<file path="config.mk">
export PLATFORM = sky130hd
export DESIGN_NAME = image_reader
export DESIGN_NICKNAME = d
export VERILOG_FILES = /design/src/rtl/image_reader.sv
export SDC_FILE = /design/constraint.sdc
export NUM_CORES = 1
export LEC_CHECK = 0
export CORE_AREA = 2 2 103 105
export DETAILED_ROUTE_END_ITERATION = 8
export DIE_AREA = 0 0 105 107
export HOLD_SLACK_MARGIN = 0.05
export PLACE_DENSITY = 0.88
export SLEW_MARGIN = 10
export SYNTH_ARGS = -nofsm -noshare
export SYNTH_HDL_FRONTEND = slang
export SYNTH_SLANG_ARGS = --single-unit
</file>
<file path="constraint.sdc">
create_clock -name i_clk -period 7.1 [get_ports i_clk]
set_clock_uncertainty 0.05 [all_clocks]
set_input_delay 2.13 -clock i_clk [delete_from_list [all_inputs] [get_ports i_clk]]
set_output_delay 2.13 -clock i_clk [all_outputs]
set_load 0.01 [all_outputs]
</file>
<file path="src/rtl/image_reader.sv">
// Streams one IMG_W x IMG_H frame from a 24-bit image RAM (1-cycle read
// latency) into a valid/ready pixel stream. Each pixel carries its (x, y)
// coordinates and start-of-frame / end-of-line flags. The reader can loop
// over frames continuously, and it can be aborted at any time.
module image_reader #(
  parameter int IMG_W = 128,
  parameter int IMG_H = 128
) (
  input  logic        i_clk,
  input  logic        i_rst,
  input  logic        i_start,
  input  logic        i_loop,
  input  logic        i_stop,
  output logic [13:0] o_ram_addr,
  output logic        o_ram_rd,
  input  logic [23:0] i_ram_q,
  output logic [23:0] o_pixel,
  output logic        o_valid,
  input  logic        i_ready,
  output logic [6:0]  o_x,
  output logic [6:0]  o_y,
  output logic        o_sof,
  output logic        o_eol,
  output logic        o_busy,
  output logic        o_done
);

  localparam logic [13:0] LAST_ADDR = 14'(IMG_W * IMG_H - 1);
  localparam logic [6:0]  X_LAST    = 7'(IMG_W - 1);
  localparam logic [6:0]  Y_LAST    = 7'(IMG_H - 1);

  typedef enum logic [1:0] {S_IDLE, S_RUN, S_DRAIN} state_t;

  typedef struct packed {
    logic [23:0] pixel;
    logic [6:0]  x;
    logic [6:0]  y;
  } entry_t;

  state_t      state;
  logic [13:0] addr;
  logic [6:0]  rd_x, rd_y;   // coordinates of the next read to issue
  logic        inflight;     // a read was issued last cycle; data is on i_ram_q now
  logic [6:0]  fl_x, fl_y;   // coordinates of that in-flight read
  entry_t      fifo_mem [2];
  logic        wr_ptr, rd_ptr;
  logic [1:0]  count;
  entry_t      head;
  logic        push, pop, issue, head_last;

  // Handshake, read-issue decision and output decode from the FIFO head.
  always_comb begin
    // NOTE: every signal gets a default here first, so no path leaves it unassigned and no latch is inferred.
    head      = fifo_mem[rd_ptr];
    o_valid   = (count != 2'd0);
    pop       = o_valid && i_ready;
    push      = inflight;
    head_last = (head.x == X_LAST) && (head.y == Y_LAST);
    // Issue only if the entry can land without overflowing the FIFO, counting
    // the read already in flight and the pop happening this cycle.
    issue     = (state == S_RUN) && !i_stop &&
                ((3'(count) + 3'(inflight) - 3'(pop)) < 3'd2);
    o_ram_rd   = issue;
    o_ram_addr = addr;
    o_busy     = (state != S_IDLE);
    o_pixel    = o_valid ? head.pixel : 24'd0;
    o_x        = o_valid ? head.x : 7'd0;
    o_y        = o_valid ? head.y : 7'd0;
    o_sof      = o_valid && (head.x == 7'd0) && (head.y == 7'd0);
    o_eol      = o_valid && (head.x == X_LAST);
  end

  // FIFO pointers, occupancy and in-flight tracking. Stop flushes everything.
  always_ff @(posedge i_clk) begin
    // NOTE: sequential state is updated with non-blocking assignments only, so every flop samples pre-edge values.
    if (i_rst || i_stop) begin
      count    <= 2'd0;
      wr_ptr   <= 1'b0;
      rd_ptr   <= 1'b0;
      inflight <= 1'b0;
      fl_x     <= 7'd0;
      fl_y     <= 7'd0;
    end else begin
      inflight <= issue;
      fl_x     <= rd_x;
      fl_y     <= rd_y;
      if (push) wr_ptr <= ~wr_ptr;
      if (pop)  rd_ptr <= ~rd_ptr;
      count <= count + 2'(push) - 2'(pop);
    end
  end

  // FIFO storage: returned RAM data is captured along with its coordinates.
  always_ff @(posedge i_clk) begin
    // NOTE: the storage array is not reset; the occupancy count decides what is valid, and the outputs are gated while empty.
    if (push) fifo_mem[wr_ptr] <= '{pixel: i_ram_q, x: fl_x, y: fl_y};
  end

  // Frame FSM: read address and coordinate counters, and the frame-done pulse.
  always_ff @(posedge i_clk) begin
    if (i_rst) begin
      state  <= S_IDLE;
      addr   <= 14'd0;
      rd_x   <= 7'd0;
      rd_y   <= 7'd0;
      o_done <= 1'b0;
    end else begin
      o_done <= pop && head_last && !i_stop;
      if (i_stop) begin
        state <= S_IDLE;
        addr  <= 14'd0;
        rd_x  <= 7'd0;
        rd_y  <= 7'd0;
      end else begin
        case (state)
          S_IDLE: begin
            if (i_start) begin
              state <= S_RUN;
              addr  <= 14'd0;
              rd_x  <= 7'd0;
              rd_y  <= 7'd0;
            end
          end
          S_RUN: begin
            if (issue) begin
              if (addr == LAST_ADDR) begin
                addr <= 14'd0;
                rd_x <= 7'd0;
                rd_y <= 7'd0;
                if (!i_loop) state <= S_DRAIN;
              end else begin
                addr <= addr + 14'd1;
                if (rd_x == X_LAST) begin
                  rd_x <= 7'd0;
                  rd_y <= (rd_y == Y_LAST) ? 7'd0 : rd_y + 7'd1;
                end else begin
                  rd_x <= rd_x + 7'd1;
                end
              end
            end
          end
          S_DRAIN: begin
            if (pop && head_last) state <= S_IDLE;
          end
          default: state <= S_IDLE;
        endcase
      end
    end
  end

endmodule

</file>
* Yosys cells after proc, flatten, opt, wreduce, memory -nomap -nowiden
Memory sizes are Yosys's and may differ from the RTL's. A register that Yosys moved wholly into a read port is not among the register bits.
Index checks and enable logic that the tools add are counted.
** Word-level totals
- Register bits after elaboration :: 50
- Word-level logic and storage cells :: 83
- Input bits :: 30
- Memories :: 1
- RAM bits :: 76
- Output and inout bits :: 58
** Memory list
- fifo_mem :: depth 2, bits a word 38, read ports 1, clocked after memory_dff 1, wr ports 1, line 45 : entry_t fifo_mem [2];
** Operators by class
- Muxes and demuxes :: 27
- Equality and inequality tests :: 13
- Reduce and logical (&&, ||, !) cells :: 21
- Bitwise gates (word level) :: 2
- Order comparisons :: 1
- $add $sub $neg :: 7
** Operator list (count)
- $mux 7 :: 10
- $mux 14 :: 3
- $eq 7x7->1 const B :: 4
- $pmux 14 s2 :: 1
- $pmux 7 s2 :: 2
- $mux 24 :: 1
- $add 14x1->14 const B :: 1
- $add 7x1->7 const B :: 2
- $eq 14x14->1 const B :: 1
- $logic_not 7->1 :: 2
- $mux 2 :: 5
- $logic_and 1x1->1 :: 9
- $ne 2x2->1 const B :: 4
- $pmux 2 s3 :: 1
- $reduce_bool 2->1 :: 3
- $reduce_and 5->1 :: 1
- $mux 1 :: 4
- $reduce_and 4->1 :: 1
- $add 2x1->3 :: 1
- $lt 3x2->1 const B :: 1
- $ne 3x1->1 const B :: 1
- $reduce_and 3->1 :: 1
- $sub 3x1->3 :: 1
- $add 2x1->2 :: 1
- 9 further kinds :: 10

* Depth between registers and ports, before layout
- Word-level depth :: 7
- Gate-level depth with buffers :: 12
- Gate-level depth less buffers :: 10

* Worst setup path after synthesis
Ideal clock, no wire load.
- Path type :: input port to output port
- Start point :: input port i_ready
- End point :: output port o_ram_rd
- Required time :: 4920 ps
- Slack :: 908 ps
- Stages :: 8
- Arrival :: 4012 ps
- Buffers on the path :: 0
- Path through :: o21ai_0 > inv_1 > ha_1 > inv_1 > ha_1 > fa_1 > or2_2 > nor3_2
** On the way
- Cells in the longest elaborated chain, start to end :: 4
** Ends and longest elaborated chain
- start: declaration :: line 19 : input logic i_ready,
- $logic_and 1x1->1 :: line 56 : pop = o_valid && i_ready;
- named net pop :: line 49 : logic push, pop, issue, head_last;
- $sub 3x1->3 :: line 62 : ((3'(count) + 3'(inflight) - 3'(pop)) < 3'd2);
- $lt 3x2->1 :: line 62
- $logic_and 1x1->1 :: line 61 : issue = (state == S_RUN) && !i_stop &&
- end: declaration :: line 15 : output logic o_ram_rd,
The timed path passes the listed nets, and every way through them passes these cells.

* Final worst setup path
Same ends and word-level chain as after synthesis.

==> flow_metrics.py <==
metrics = {
    "status": {
        "run_status": "completed",
    },
    "yosys": {
        "synth.net_count": 495,
        "yosysUniqueCellTypes": 53,
        "synth-main-ff-cell": "edfxtp_1",
        "syn_area_um2": 5430,
        "ys_ff_latch": 127,
        "synth_top_cell_by_area": "edfxtp_1",
        "ys_seq_area_share_pct": 60.8,
        "synth_area_leaders": "edfxtp_1 (42%), dfxtp_1 (19%), mux2i_1 (6.8%)",
        "synth_edf_count": 76,
        "syn_area_per_cell_um2": 11.8,
        "ys_warn_count": 0,
        "yosysTopAreaCellShare_pct": 42.0,
        "netlist_instances": 459,
        "async_flop_share_pct": 0,
    },
    "layout": {
        "multi_input_area_um2": 1980,
        "fin_util_pct": 69.4,
        "area_delta_synth_final_pct": 28.9,
        "nets": 583,
        "diodes": 0,
        "drive_above_1_share_pct": 10.4,
        "seq_area_um2": 3300,
        "fill_cells": 686,
    },
    "sta": {
        "period_minus_slack_ps": 6590,
        "worstMarginPinSlew_ps": 1120,
        "hold_viol_final": 0,
        "setup-tns-final_ps": 0,
        "maxSlewViolCount": 0,
        "post-route-period-util_pct": 92.8,
        "fmax_ghz": 0.152,
        "fin_worst_hold_slack_ps": 374,
        "rsz0062_at_grt": "no",
        "slew_headroom_pct": 24.4,
        "final-setup-viol-count": 0,
        "layout_setup_ws_ps": 509,
    },
    "setup_path": {
        "worst_setup_path_start_kind": "input pin",
        "crit_type": "in -> out",
        "crit_path_end_kind": "output pin",
        "crit_required_ps": 4920,
        "worstPathArrival_ps": 4410,
        "worstPathMaxFanout": 4,
    },
    "worst_hold_path": {
        "hp-class": "reg -> reg",
    },
    "detailed_routing": {
        "wl_um": 12300,
        "wl_per_cell_um": 17.7,
        "ant_nets": 0,
        "dr.first_iter.drc_count": 268,
        "first_pass_iters": 4,
        "vias_per_cell": 5.78,
        "drc": 0,
        "vias": 4022,
    },
    "global_routing": {
        "grt_pass1_vias": 3907,
        "grt_usage_pct": 22.4,
        "antenna_found_initial": 0,
        "grt_pass1_wl_um": 19700,
        "grt_max_degree": 44,
        "grt_overflow": 0,
    },
    "placement": {
        "hpwlAfterDp_um": 7480,
        "io_buffers": 87,
        "place.gp.congestion": 0.854,
        "post-place-ws_ps": 150,
    },
    "clock_network": {
        "post_cts_buffers": 0,
        "clockBufferDepth": 2,
        "cts_resized": 0,
        "cts-root-buf": "clkbuf_8",
        "insertion_delay_ps": 520,
        "cts_buffers": 17,
        "cts_tree": "done",
        "clkSinkCount": 127,
        "hold_buffers": 0,
        "cts_htree_levels": 4,
        "clkTransAtPathRegs_ps": 60,
    },
    "pwr": {
        "pwr_density_cell_nw_per_um2": 242,
        "p_leak_nw": 2.26,
        "ir_worst_vdd_uv": 224,
        "p_total_mw": 1.69,
    },
    "floorplan": {
        "die_h_um": 107,
        "rows": 37,
        "die_area_um2": 11200,
        "pin_count": 88,
        "core_area_um2": 10100,
        "start_util_pct": 53.8,
        "die_w_um": 105,
    },
    "run": {
        "max_cap_viol_count": 0,
    },
}
==> routing by layer <==
layer / up-vias / part of all wire [%] / GRT usage (%)
li1: 1908 / - / -
met1: 1921 / 41 / 27.2
met2: 175 / 52 / 38.8
met3: 18 / 6.1 / 5.53
met4: 0 / 1.2 / 8.10
met5: - / 0 / 0
==> flip-flops by register name (all words and copies together) (netlist names), named ones only <==
register / count
fifo_mem: 76
o_ram_addr: 14
fl_x: 7
fl_y: 7
rd_x: 7
rd_y: 7
count: 2
state: 2
inflight: 1
o_done: 1
rd_ptr: 1
wr_ptr: 1
==> cells in the final DEF, fill, tap and decap left out, types with 2 or more instances in the layout <==
cell type	count
xnor2_1	2
nand2b_1	3
and2_1	14
and3_1	5
inv_6	5
o21ai_0	16
inv_1	13
clkbuf_16	17
clkinv_4	2
or2_2	6
nor2b_1	2
a211oi_1	19
or3_1	14
xor2_1	4
clkdlybuf4s50_1	86
a21oi_1	7
nor4_1	8
or4b_1	2
or4_1	6
nand3b_1	2
buf_4	5
o31ai_1	4
clkinvlp_4	4
nand4b_1	2
ha_1	5
o21a_1	2
edfxtp_1	76
nand2_1	24
a31oi_1	4
nor2_1	47
o221a_2	2
mux2i_1	37
bufinv_16	2
dfxtp_1	50
nand3_1	14
and4_1	3
nand4_1	12
a21oi_2	2
nor3_1	9
==> path summary, 6_finish.rpt <==
| check | startpoint | depth (start not counted) | endpoint | slack (ps) |
|---|---|---|---|---|
| max | i_ready | 10 | o_ram_rd | 510 |
| min | fl_y[1] | 0 | fifo_mem[0][1] | 370 |
| max reg2reg | count[1] | 11 | o_ram_addr[7] | 3870 |
| min reg2reg | fl_y[1] | 0 | fifo_mem[0][1] | 370 |
==> critical path, cell delays in order <==
cell and delay, ps:
clkdlybuf4s50_1 420, o21ai_0 110, inv_1 70, ha_1 270, inv_1 40, ha_1 190, fa_1 500, or2_2 340
nor3_2 140, dlymetal6s2s_1 190
==> per-stage QoR <==
step	cell area, um2	cells
after floorplan	5430	459
after global placement	6410	664
after detailed placement	6410	664
after CTS	7000	696
after global routing	7010	696
final	7010	696
==> Yosys cell counts, drive strengths merged, types with 3 or more instances <==
library cell,n
dfxtp,51
and2,15
and3,5
or4,6
or2,6
mux2i,37
inv,13
or4b,3
nand2,24
ha,5
nand3,14
clkbuf,11
or3,14
o31ai,4
nand2b,3
nor3,10
xor2,4
nor4,8
nor2b,3
nand4,13
buf,12
a21oi,10
edfxtp,76
a211oi,20
o21ai,16
a31oi,4
and4,3
nor2,48
==> report_power, final <==
group / internal [mW] / switching [mW] / total (mW) / leakage (nW)
registers: 0.780 / 0.00259 / 0.783 / 1.11
logic: 0.0253 / 0.0276 / 0.0529 / 0.867
clock network: 0.527 / 0.331 / 0.857 / 0.278
==> layout make-up <==
type | instances | share of cell area [%]
Inverter | 13 | 0.697
Timing Repair Buffer | 92 | 13.0
Clock buffer | 19 | 6.32
Clock inverter | 13 | 2.16
Multi-Input combinational cell | 296 | 28.2
Tap cell | 136 | 2.43
Sequential cell | 127 | 47.2
==> cell families after synthesis <==
logic type,after synthesis,synth area share (%)
AOI/OAI and AO/OA,64,8.27
xor gates and xnor gates,6,0.967
and+or+nand+nor,182,18.4
buffers and inverters,36,3.04
muxes,38,7.02
adders and majority gates,6,1.52
DFF,127,60.8
No activity file was read; power rests on OpenSTA's default activity.
